**config.mk**
```make
export PLATFORM = sky130hd
export DESIGN_NAME = tgate_bus_ctrl
export DESIGN_NICKNAME = d
export VERILOG_FILES = /design/src/rtl/tgate_bus_ctrl.sv
export SDC_FILE = /design/constraint.sdc
export NUM_CORES = 1
export LEC_CHECK = 0
export CAP_MARGIN = 0
export CORE_ASPECT_RATIO = 0.5
export CORE_MARGIN = 1.5
export CORE_UTILIZATION = 35
export DETAILED_ROUTE_END_ITERATION = 8
export GPL_TIMING_DRIVEN = 0
export PLACE_DENSITY_LB_ADDON = 0.08
export SLEW_MARGIN = 5
export SYNTH_ARGS = -nofsm -noshare
export SYNTH_HDL_FRONTEND = slang
export SYNTH_SLANG_ARGS = --single-unit
```
**constraint.sdc**
```tcl
create_clock -name clk_i -period 5.1 [get_ports clk_i]
set_input_delay 0.765 -clock clk_i [delete_from_list [all_inputs] [get_ports clk_i]]
set_output_delay 0.765 -clock clk_i [all_outputs]
set_load 0.1 [all_outputs]
```
**src/rtl/tgate_bus_ctrl.sv**
```systemverilog
// tgate_bus_ctrl
//   Gate-control sequencer for a bank of CMOS transmission gates sharing one
//   bus line. Requesting channels are arbitrated round-robin, and break-before-
//   make dead time is inserted between any deselect and the next select, so
//   at most one gate conducts onto the shared line at any time.
//
// Ports
//   clk_i          rising-edge clock
//   rst_n_i        synchronous active-low reset
//   req_i          per-channel bus request (level)
//   nctrl_o        NMOS gate controls, 1 = conducting
//   pctrl_o        PMOS gate controls, 0 = conducting (always ~nctrl_o)
//   grant_id_o     index of the current or most recent owner
//   bus_busy_o     a channel is ON
//   dead_active_o  dead time in progress
module tgate_bus_ctrl #(
    parameter  int N_CH     = 4,
    parameter  int DEAD_CYC = 2,
    parameter  int MAX_HOLD = 8,
    localparam int ID_W     = $clog2(N_CH)
) (
    input  logic            clk_i,
    input  logic            rst_n_i,
    input  logic [N_CH-1:0] req_i,
    output logic [N_CH-1:0] nctrl_o,
    output logic [N_CH-1:0] pctrl_o,
    output logic [ID_W-1:0] grant_id_o,
    output logic            bus_busy_o,
    output logic            dead_active_o
);

    // +1 keeps the counters at least one bit wide when a limit is 1.
    localparam int DCNT_W = $clog2(DEAD_CYC + 1);
    localparam int HCNT_W = $clog2(MAX_HOLD + 1);
    localparam logic [DCNT_W-1:0] DCNT_MAX = DCNT_W'(DEAD_CYC - 1);
    localparam logic [HCNT_W-1:0] HCNT_MAX = HCNT_W'(MAX_HOLD - 1);
    localparam logic [N_CH-1:0]   ONE      = N_CH'(1);

    typedef enum logic [1:0] {
        S_IDLE = 2'd0,
        S_DEAD = 2'd1,
        S_ON   = 2'd2
    } state_t;

    state_t            state_q, state_d;
    logic [DCNT_W-1:0] dcnt_q, dcnt_d;
    logic [HCNT_W-1:0] hcnt_q, hcnt_d;
    logic [ID_W-1:0]   grant_q, grant_d;
    logic [ID_W-1:0]   last_q, last_d;

    logic [N_CH-1:0]   nctrl_q, nctrl_d;
    logic [N_CH-1:0]   pctrl_q;
    logic              busy_q, dead_q;

    // Round-robin pick: first requester strictly after the previous owner,
    // wrapping around, so the previous owner itself has lowest priority.
    logic              win_found;
    logic [ID_W-1:0]   win_id;
    int                arb_idx;

    always_comb begin
        win_found = 1'b0;
        win_id    = '0;
        arb_idx   = 0;
        for (int i = 1; i <= N_CH; i++) begin
            arb_idx = (int'(last_q) + i) % N_CH;
            if (!win_found && req_i[ID_W'(arb_idx)]) begin
                win_found = 1'b1;
                win_id    = ID_W'(arb_idx);
            end
        end
    end

    logic release_c, preempt_c;
    assign release_c = !req_i[grant_q];
    assign preempt_c = (hcnt_q == HCNT_MAX) && |(req_i & ~(ONE << grant_q));

    always_comb begin
        state_d = state_q;
        dcnt_d  = dcnt_q;
        hcnt_d  = hcnt_q;
        grant_d = grant_q;
        last_d  = last_q;
        case (state_q)
            S_IDLE: begin
                if (|req_i) begin
                    state_d = S_DEAD;
                    dcnt_d  = '0;
                end
            end
            S_DEAD: begin
                if (dcnt_q != DCNT_MAX) begin
                    dcnt_d = dcnt_q + 1'b1;
                end else if (!win_found) begin
                    // Every request dropped during the dead time: nothing to grant.
                    state_d = S_IDLE;
                end else begin
                    state_d = S_ON;
                    grant_d = win_id;
                    last_d  = win_id;
                    hcnt_d  = '0;
                end
            end
            S_ON: begin
                // Release and preempt share the same exit into dead time.
                if (release_c || preempt_c) begin
                    state_d = S_DEAD;
                    dcnt_d  = '0;
                end else if (hcnt_q != HCNT_MAX) begin
                    hcnt_d = hcnt_q + 1'b1;
                end
            end
            default: state_d = S_IDLE;
        endcase
    end

    // Outputs are decoded from the next state so the gates change on the
    // same edge the FSM does.
    always_comb begin
        nctrl_d = '0;
        if (state_d == S_ON) nctrl_d = ONE << grant_d;
    end

    always_ff @(posedge clk_i) begin
        if (!rst_n_i) begin
            state_q <= S_IDLE;
            dcnt_q  <= '0;
            hcnt_q  <= '0;
            grant_q <= '0;
            last_q  <= ID_W'(N_CH - 1);
            nctrl_q <= '0;
            pctrl_q <= '1;
            busy_q  <= 1'b0;
            dead_q  <= 1'b0;
        end else begin
            state_q <= state_d;
            dcnt_q  <= dcnt_d;
            hcnt_q  <= hcnt_d;
            grant_q <= grant_d;
            last_q  <= last_d;
            nctrl_q <= nctrl_d;
            pctrl_q <= ~nctrl_d;
            busy_q  <= (state_d == S_ON);
            dead_q  <= (state_d == S_DEAD);
        end
    end

    assign nctrl_o       = nctrl_q;
    assign pctrl_o       = pctrl_q;
    assign grant_id_o    = grant_q;
    assign bus_busy_o    = busy_q;
    assign dead_active_o = dead_q;

endmodule

```
# Word-level counts from Yosys, hierarchy flattened
# Index checks and enable logic that the tools add are counted.
[totals]
reg_bits = 22
in_bits = 6
output_inout_bits = 12
[op_classes]
addsub = 6
n_lt_le_gt_ge = 5
eq_ne = 14
shifts = 2
mux = 40
n_bitwise = 4
n_reduce_logical = 17
[ops]
columns = ["op", "n"]
rows = [
  ["$mux W2", 14],
  ["$mux W4", 5],
  ["$lt A2 B4 Y1 const B", 4],
  ["$ne A2 B2 Y1 const B", 7],
  ["$mux W1", 13],
  ["$pmux W2 S3", 2],
  ["$bmux W1 S2", 5],
  ["$not A4 Y4", 2],
  ["$pmux W4 S2", 1],
  ["$reduce_or A4 Y1", 2],
  ["$shl A1 B2 Y4 const A", 2],
  ["$add A2 B1 Y2 const B", 3],
  ["$reduce_and A5 Y1", 1],
  ["$add A2 B2 Y2 const B", 2],
  ["$add A4 B1 Y4 const B", 1],
  ["$and A4 B4 Y4", 1],
  ["$eq A2 B1 Y1 const B", 2],
  ["$eq A2 B2 Y1 const B", 2],
  ["$eq A4 B3 Y1 const B", 1],
  ["$logic_and A1 B1 Y1", 4],
  ["$logic_not A1 Y1", 4],
  ["$ne A4 B3 Y1 const B", 1],
  ["$reduce_and A4 Y1", 1],
  ["$lt A2 B3 Y1 const B", 1],
  ["other kinds (7)", 7],
]

# Depth between registers and ports, before layout
# Gate-level depths: netlist (run 1).
[depth]
ltp_word = 20
depth_mapped = 7

# Worst setup path before layout (run 1)
# Ideal clock, no wire load.
[synth_path]
path_type = "reg2reg"
start = "register grant_q[1] (netlist: grant_id_o[1])"
end = "register pctrl_q[1] (netlist: pctrl_o[1])"
setup_ps = 59
arrival_time_ps = 2283
slack_ps = 2758
path_stages_with_launch = 6
path_buffers = 0
synth_period_minus_slack_ps = 2342
cell_sequence = "dfxtp_1 mux4_2 and2_4 and2b_1 a2bb2oi_2 nand2b_1"
[synth_via]
elab_chain_len = 11
elab_cells_between_ends = 18
[synth_rtl]
columns = ["item", "line_no", "source"]
rows = [
  ["from (decl)", "48", "logic [ID_W-1:0] grant_q, grant_d;"],
  ["from (signal assigned)", "139", "grant_q <= grant_d;"],
  ["$shl A1 B2 Y4", "76", "assign preempt_c = (hcnt_q == HCNT_MAX) && |(req_i & ~(ONE << grant_q));"],
  ["$not A4 Y4", "76", ""],
  ["$and A4 B4 Y4", "76", ""],
  ["$reduce_or A4 Y1", "76", ""],
  ["$logic_and A1 B1 Y1", "76", ""],
  ["$logic_or A1 B1 Y1", "106", "if (release_c || preempt_c) begin"],
  ["$mux W2", "106", ""],
  ["$pmux W2 S3", "84", "case (state_q)"],
  ["$eq A2 B2 Y1", "121", "if (state_d == S_ON) nctrl_d = ONE << grant_d;"],
  ["$mux W4 *", "121", ""],
  ["$not A4 Y4 *", "142", "pctrl_q <= ~nctrl_d;"],
  ["to (signal assigned)", "142", ""],
  ["to (decl)", "52", "logic [N_CH-1:0] pctrl_q;"],
]
# Every way passes the cells marked *; elsewhere a longest branch is shown, timed or not. The select of a mux whose other input is x is not followed.
# A chain may end at the register's enable or synchronous reset.

# Worst setup path after layout (run 1)
[layout_path]
start = "register grant_q[0] (netlist: grant_id_o[0])"
end = "output port grant_id_o[0]"
[layout_lines]
columns = ["item", "line_no", "source"]
rows = [
  ["to (decl)", "27", "output logic [ID_W-1:0] grant_id_o,"],
]
# No word-level cell between the ends.

==> flow_summary.yaml, run 1 <==
drt:
  via_count: 864
  first_pass_iters: 4
  wire_per_inst_um: 12.05
  drc: 0
  drtAntennaViolNets: 0
  drtIter0Drc: 22
  finalWirelength_mm: 2.025
  detail_route.vias_per_cell: 5.143
timing:
  fin_worst_skew_ps: 4.764
  rsz0062_at_grt: "no"
  setup_viol: 0
  worst_pin_slew_ps: 965.1
  hold_violations: 0
  fin_tns_setup_ps: 0
  report.final.slew_viol_count: 0
  period_share_pct: 52.63
  period_needed_ps: 2684
  fmax_ghz: 0.3725
  slew_headroom_pct: 35.46
synthesis:
  synth_edf_count: 0
  async_flop_share_pct: 0
  synth_flop_cell: "dfxtp_1"
  synthesis.area_mm2: 0.001026
  synth_seq_area_share_pct: 42.93
  netlist_instances: 110
  synth_top_cell_area_share_pct: 42.93
  synth_seq_cells: 22
  ys_warn_count: 0
  yosysTopAreaCell: "dfxtp_1"
  synth.distinct_cells: 41
  synth_nets: 118
  synth_area_per_cell_um2: 9.327
  synth.area.top_cells: "dfxtp_1 43%, nor2_1 4.8%, a21boi_0 3.7%"
critical_path:
  start_kind: "flip-flop"
  slowest_stage: "clkdlybuf4s50_1"
  path_buf_inv: 1
  criticalPathCategory: "flip-flop to primary output"
  worstPathArrival_ps: 1920
  cpPeakStageDelay_ps: 1190
  worst-path-max-fanout: 7
  cp-end-kind: "primary output"
  crit_required_ps: 4340
  crit_path_cell_trace: "clkdlybuf4s50_1"
  cp_top_family: "buffers and inverters"
placed_design:
  io_buffers: 17
  placed_cells: 164
  post_dp_cell_area_mm2: 0.001242
  globalplace.congestion: 0.7168
  hpwl_mm: 1.539
clock_network:
  path_clk_slew_ps: 70
  cts_made_buffers: 3
  cts_tree: "yes"
  cts-htree-levels: 1
  ctsHoldBuffers: 0
  ctsResizeCount: 0
  cts_setup_buffers: 0
  cts_num_sinks: 22
  clock_latency_ps: 260
  cts_buffer_depth: 2
  clockRootBuffer: "clkbuf_8"
grt:
  grt_pass1_wl_mm: 3.346
  grt-ovfl-total: 0
  grt_usage_pct: 14.22
  grt_max_degree: 13
  first_global_vias: 729
  antenna_found_initial: 0
power_and_ir_drop:
  powerDensity_mw_per_mm2: 288.1
  vdd_drop_max_uv: 116.5
  p_leak_nw: 0.5010
finish:
  area_delta_synth_final_pct: 26.46
  insertedDiodeCount: 0
  layout.nets: 140
  fin_util_pct: 48.35
  final_common_cell: "dfxtp_1"
  post-route-cell-area_mm2: 0.001297
  final_cell_mix: "22 x dfxtp_1, 17 x clkdlybuf4s50_1, 13 x nor2_1"
  drive_above_1_share_pct: 9.160
  fin_cells: 168
floorplanning:
  core_mm2: 0.002684
  placementRows: 13
  die_area_mm2: 0.003285
  num_io_pins: 18
  die-width_um: 79.57
  initial_core_util_pct: 38.23
  die_y_um: 41.29
worst_hold_path:
  hold_class: "flip-flop to flip-flop"
run_status:
  status: "finished, final reports clean"
run:
  drv_cap: 0
flip-flops by register name, indices dropped and copies added, names as in the netlist:
name and count:
dcnt_q 2, nctrl_o 4, grant_id_o 2, hcnt_q 4
dead_active_o 1, bus_busy_o 1, state_q 2, last_q 2
pctrl_o 4
kinds of logic after synthesis:
group / after synthesis / synth area share [%]
xor+xnor: 1 / 0.8538
buf+inv: 7 / 2.560
mux: 2 / 3.171
flops: 22 / 42.93
simple gates: 48 / 27.56
compound gates: 28 / 20.49
fa+ha+maj: 2 / 2.439
synth_stat cells (3+ instances only):
| cell | number |
|---|---|
| a21boi_0 | 5 |
| a21oi_1 | 4 |
| dfxtp_1 | 22 |
| inv_1 | 6 |
| nand2_1 | 4 |
| nand2b_1 | 3 |
| nand3_1 | 6 |
| nor2_1 | 13 |
| nor2b_1 | 4 |
| o21ai_0 | 3 |
path summary, 6_finish.rpt:
kind                      start             to  slack (ps)  cells past startpoint
setup / recovery  grant_id_o[0]  grant_id_o[0]        2420                      1
hold / removal        hcnt_q[1]      hcnt_q[1]         500                      2
setup reg to reg  grant_id_o[1]     pctrl_o[2]        3270                      4
hold reg to reg       hcnt_q[1]      hcnt_q[1]         500                      2
power by group:
part	internal, mW	switching (mW)
Sequential	0.178	0.00636
Combinational	0.0239	0.0448
Clock	0.0687	0.0519
Total	0.271	0.103
cell type report:
class / count / area (um^2)
Sequential cell: 22 / 440.4
Clock buffer: 4 / 55.05
Timing Repair Buffer: 17 / 170.2
Tap cell: 37 / 46.29
Multi-Input combinational cell: 81 / 559.3
Fill cell: 257 / 1386
Buffer: 1 / 3.754
Inverter: 6 / 22.52
through the flow:
stage	power (mW)	hold slack, ps	setup WS [ps]
5_1_grt	0.3914	545.3	2351
3_3_place_gp	0.2573	486.3	2349
3_5_place_dp	0.2575	490.1	2343
2_1_floorplan	0.2382	463.8	2758
4_1_cts	0.3796	503.4	2406
6_report	0.3739	501.1	2416
routing by layer:
metal	share of wire (%)	GRT usage [%]
met1	52	17.75
met4	0.40	2.632
met3	5.0	5.556
met2	43	24.15
met5	0	0
Note: power is estimated with default switching activity, not from simulation.
==> run 2: changes to the inputs <==
==> constraint.sdc (replaced) <==
create_clock -name clk_i -period 2.8 [get_ports clk_i]
set_input_delay 0.42 -clock clk_i [delete_from_list [all_inputs] [get_ports clk_i]]
set_output_delay 0.42 -clock clk_i [all_outputs]
set_load 0.1 [all_outputs]
==> results of run 2 <==
Same layout as run 1 (identical final DEF). Status: finished, final reports clean.
Among the figures that moved: setup slack after placement 2343 ps -> 388.4 ps; setup slack after layout 2416 ps -> 460.8 ps; register-to-register setup slack 3270 ps -> 970 ps; total power 0.3739 mW -> 0.6810 mW; worst IR drop on VDD 116.5 uV -> 212.2 uV
==> run 3: changes to the inputs <==
==> constraint.sdc (replaced) <==
create_clock -name clk_i -period 1.95 [get_ports clk_i]
set_input_delay 0.2925 -clock clk_i [delete_from_list [all_inputs] [get_ports clk_i]]
set_output_delay 0.2925 -clock clk_i [all_outputs]
set_load 0.1 [all_outputs]
==> flow_summary.yaml, run 3 (synthesis gave the netlist of run 1 again) <==
clock_network:
  clockRootBuffer: "clkbuf_8"
  cts-htree-levels: 1
  clock_latency_ps: 260
  cts_buffer_depth: 2
  path_clk_slew_ps: 80
  ctsHoldBuffers: 0
  cts_num_sinks: 22
  cts_made_buffers: 3
  cts_tree: "yes"
finish:
  post-route-cell-area_mm2: 0.001354
  seqCellArea_um2: 445.4
  final_cell_mix: "20 x dfxtp_1, 13 x nor2_1, 12 x dlygate4sd2_1"
  drive_above_1_share_pct: 15.67
  area_delta_synth_final_pct: 31.95
  layout.nets: 143
  fill_cells: 273
  insertedDiodeCount: 0
  fin_cells: 171
  final_common_cell: "dfxtp_1"
  multi_input_area_um2: 579.3
floorplanning:
  placementRows: 13
  core_mm2: 0.002684
  die-width_um: 79.57
  die_y_um: 41.29
  initial_core_util_pct: 38.23
  die_area_mm2: 0.003285
  num_io_pins: 18
critical_path:
  cpPeakStageDelay_ps: 550
  slowest_stage: "mux4_2"
  criticalPathCategory: "input pin to flip-flop"
  crit_required_ps: 2160
  cp-end-kind: "flip-flop"
  start_kind: "input pin"
  worstPathArrival_ps: 2060
  r2r_cells: 6
  worst-path-max-fanout: 6
  crit_path_cell_trace: "clkdlybuf4s50_1 -> mux4_2 -> and2_4 -> and2b_1 -> a2bb2oi_2 -> nand2b_1"
drt:
  first_pass_iters: 4
  via_count: 877
  detail_route.vias_per_cell: 5.129
  drc: 0
  drtIter0Drc: 76
  wire_per_inst_um: 12.64
  finalWirelength_mm: 2.162
  drtAntennaViolNets: 0
placed_design:
  post_dp_cell_area_mm2: 0.001247
  io_buffers: 17
  placed_cells: 164
  hpwl_mm: 1.537
  globalplace.congestion: 0.8334
  dp_worst_setup_slack_ps: -320.5
timing:
  report.final.slew_viol_count: 0
  worst_pin_slew_ps: 953.9
  fmax_ghz: 0.5405
  fin_tns_setup_ps: 0
  period_share_pct: 94.88
  fin_worst_skew_ps: 1.501
  period_needed_ps: 1850
  timing.final.ws_setup_ps: 99.86
  slew_headroom_pct: 36.66
  rsz0062_at_grt: "no"
  hold-worst-slack_ps: 503.5
  setup_viol: 0
  hold_violations: 0
worst_hold_path:
  hold_class: "flip-flop to flip-flop"
  whs_path_depth: 2
run:
  drv_cap: 0
grt:
  grt_usage_pct: 14.34
  grt_max_degree: 14
  antenna_found_initial: 0
  grt_pass1_wl_mm: 3.367
  grt-ovfl-total: 0
  first_global_vias: 736
power_and_ir_drop:
  powerDensity_mw_per_mm2: 804.9
  p_leak_nw: 0.5811
  vdd_drop_max_uv: 370.0
run_status:
  status: "finished, final reports clean"
[run 3: metal layers]
| metal | track usage, % | wire length, um |
|---|---|---|
| met3 | 4.667 | 90 |
| met5 | 0 | 0 |
| met4 | 5.263 | 21 |
| met1 | 17.92 | 1137 |
| met2 | 23.94 | 912 |
[run 3: area by class of cell]
class | count | area share [%]
plain buffers | 1 | 0.2773
repair buffers | 20 | 13.68
clock buffers | 3 | 3.050
inverters | 6 | 1.664
well taps | 37 | 3.420
multi-input cells | 81 | 42.79
clock inverters | 1 | 2.218
flip-flops and latches | 22 | 32.90
[run 3: metrics by stage]
stage                     power [mW]  utilization, %
after floorplan               0.6223               -
after global placement        0.6731           46.48
after detailed placement      0.6739           46.48
after CTS                      1.097           49.42
after global routing           1.144           50.44
final                          1.090           50.44
[run 3: worst paths after layout]
check / from / end / slack, ps
min reg2reg: hcnt_q[3] / hcnt_q[3] / 500
max reg2reg: dcnt_q[0] / pctrl_o[0] / 230
min: hcnt_q[3] / hcnt_q[3] / 500
max: req_i[2] / pctrl_o[1] / 100
[run 3: worst max-delay path, delay by kind of cell]
kind / cells / cell delay, ps
buf+inv: 1 / 510
compound gates: 1 / 200
mux: 1 / 550
simple gates: 3 / 520
[run 3: where the power goes]
| group | switching [mW] | leakage (nW) | internal (mW) | total, mW |
|---|---|---|---|---|
| Combinational | 0.123 | 0.365 | 0.0630 | 0.186 |
| Sequential | 0.0172 | 0.180 | 0.465 | 0.482 |
| Clock | 0.148 | 0.0357 | 0.274 | 0.422 |
| Total | 0.287 | 0.581 | 0.802 | 1.09 |
[run 3: timing repair]
| item | CTS | global route |
|---|---|---|
| pin swaps | 0 | 1 |
| setup buffers | 3 | 0 |
| endpoints found under the setup margin | 13 | 7 |
| cloned | 0 | 0 |
| resized for setup | 12 | 7 |
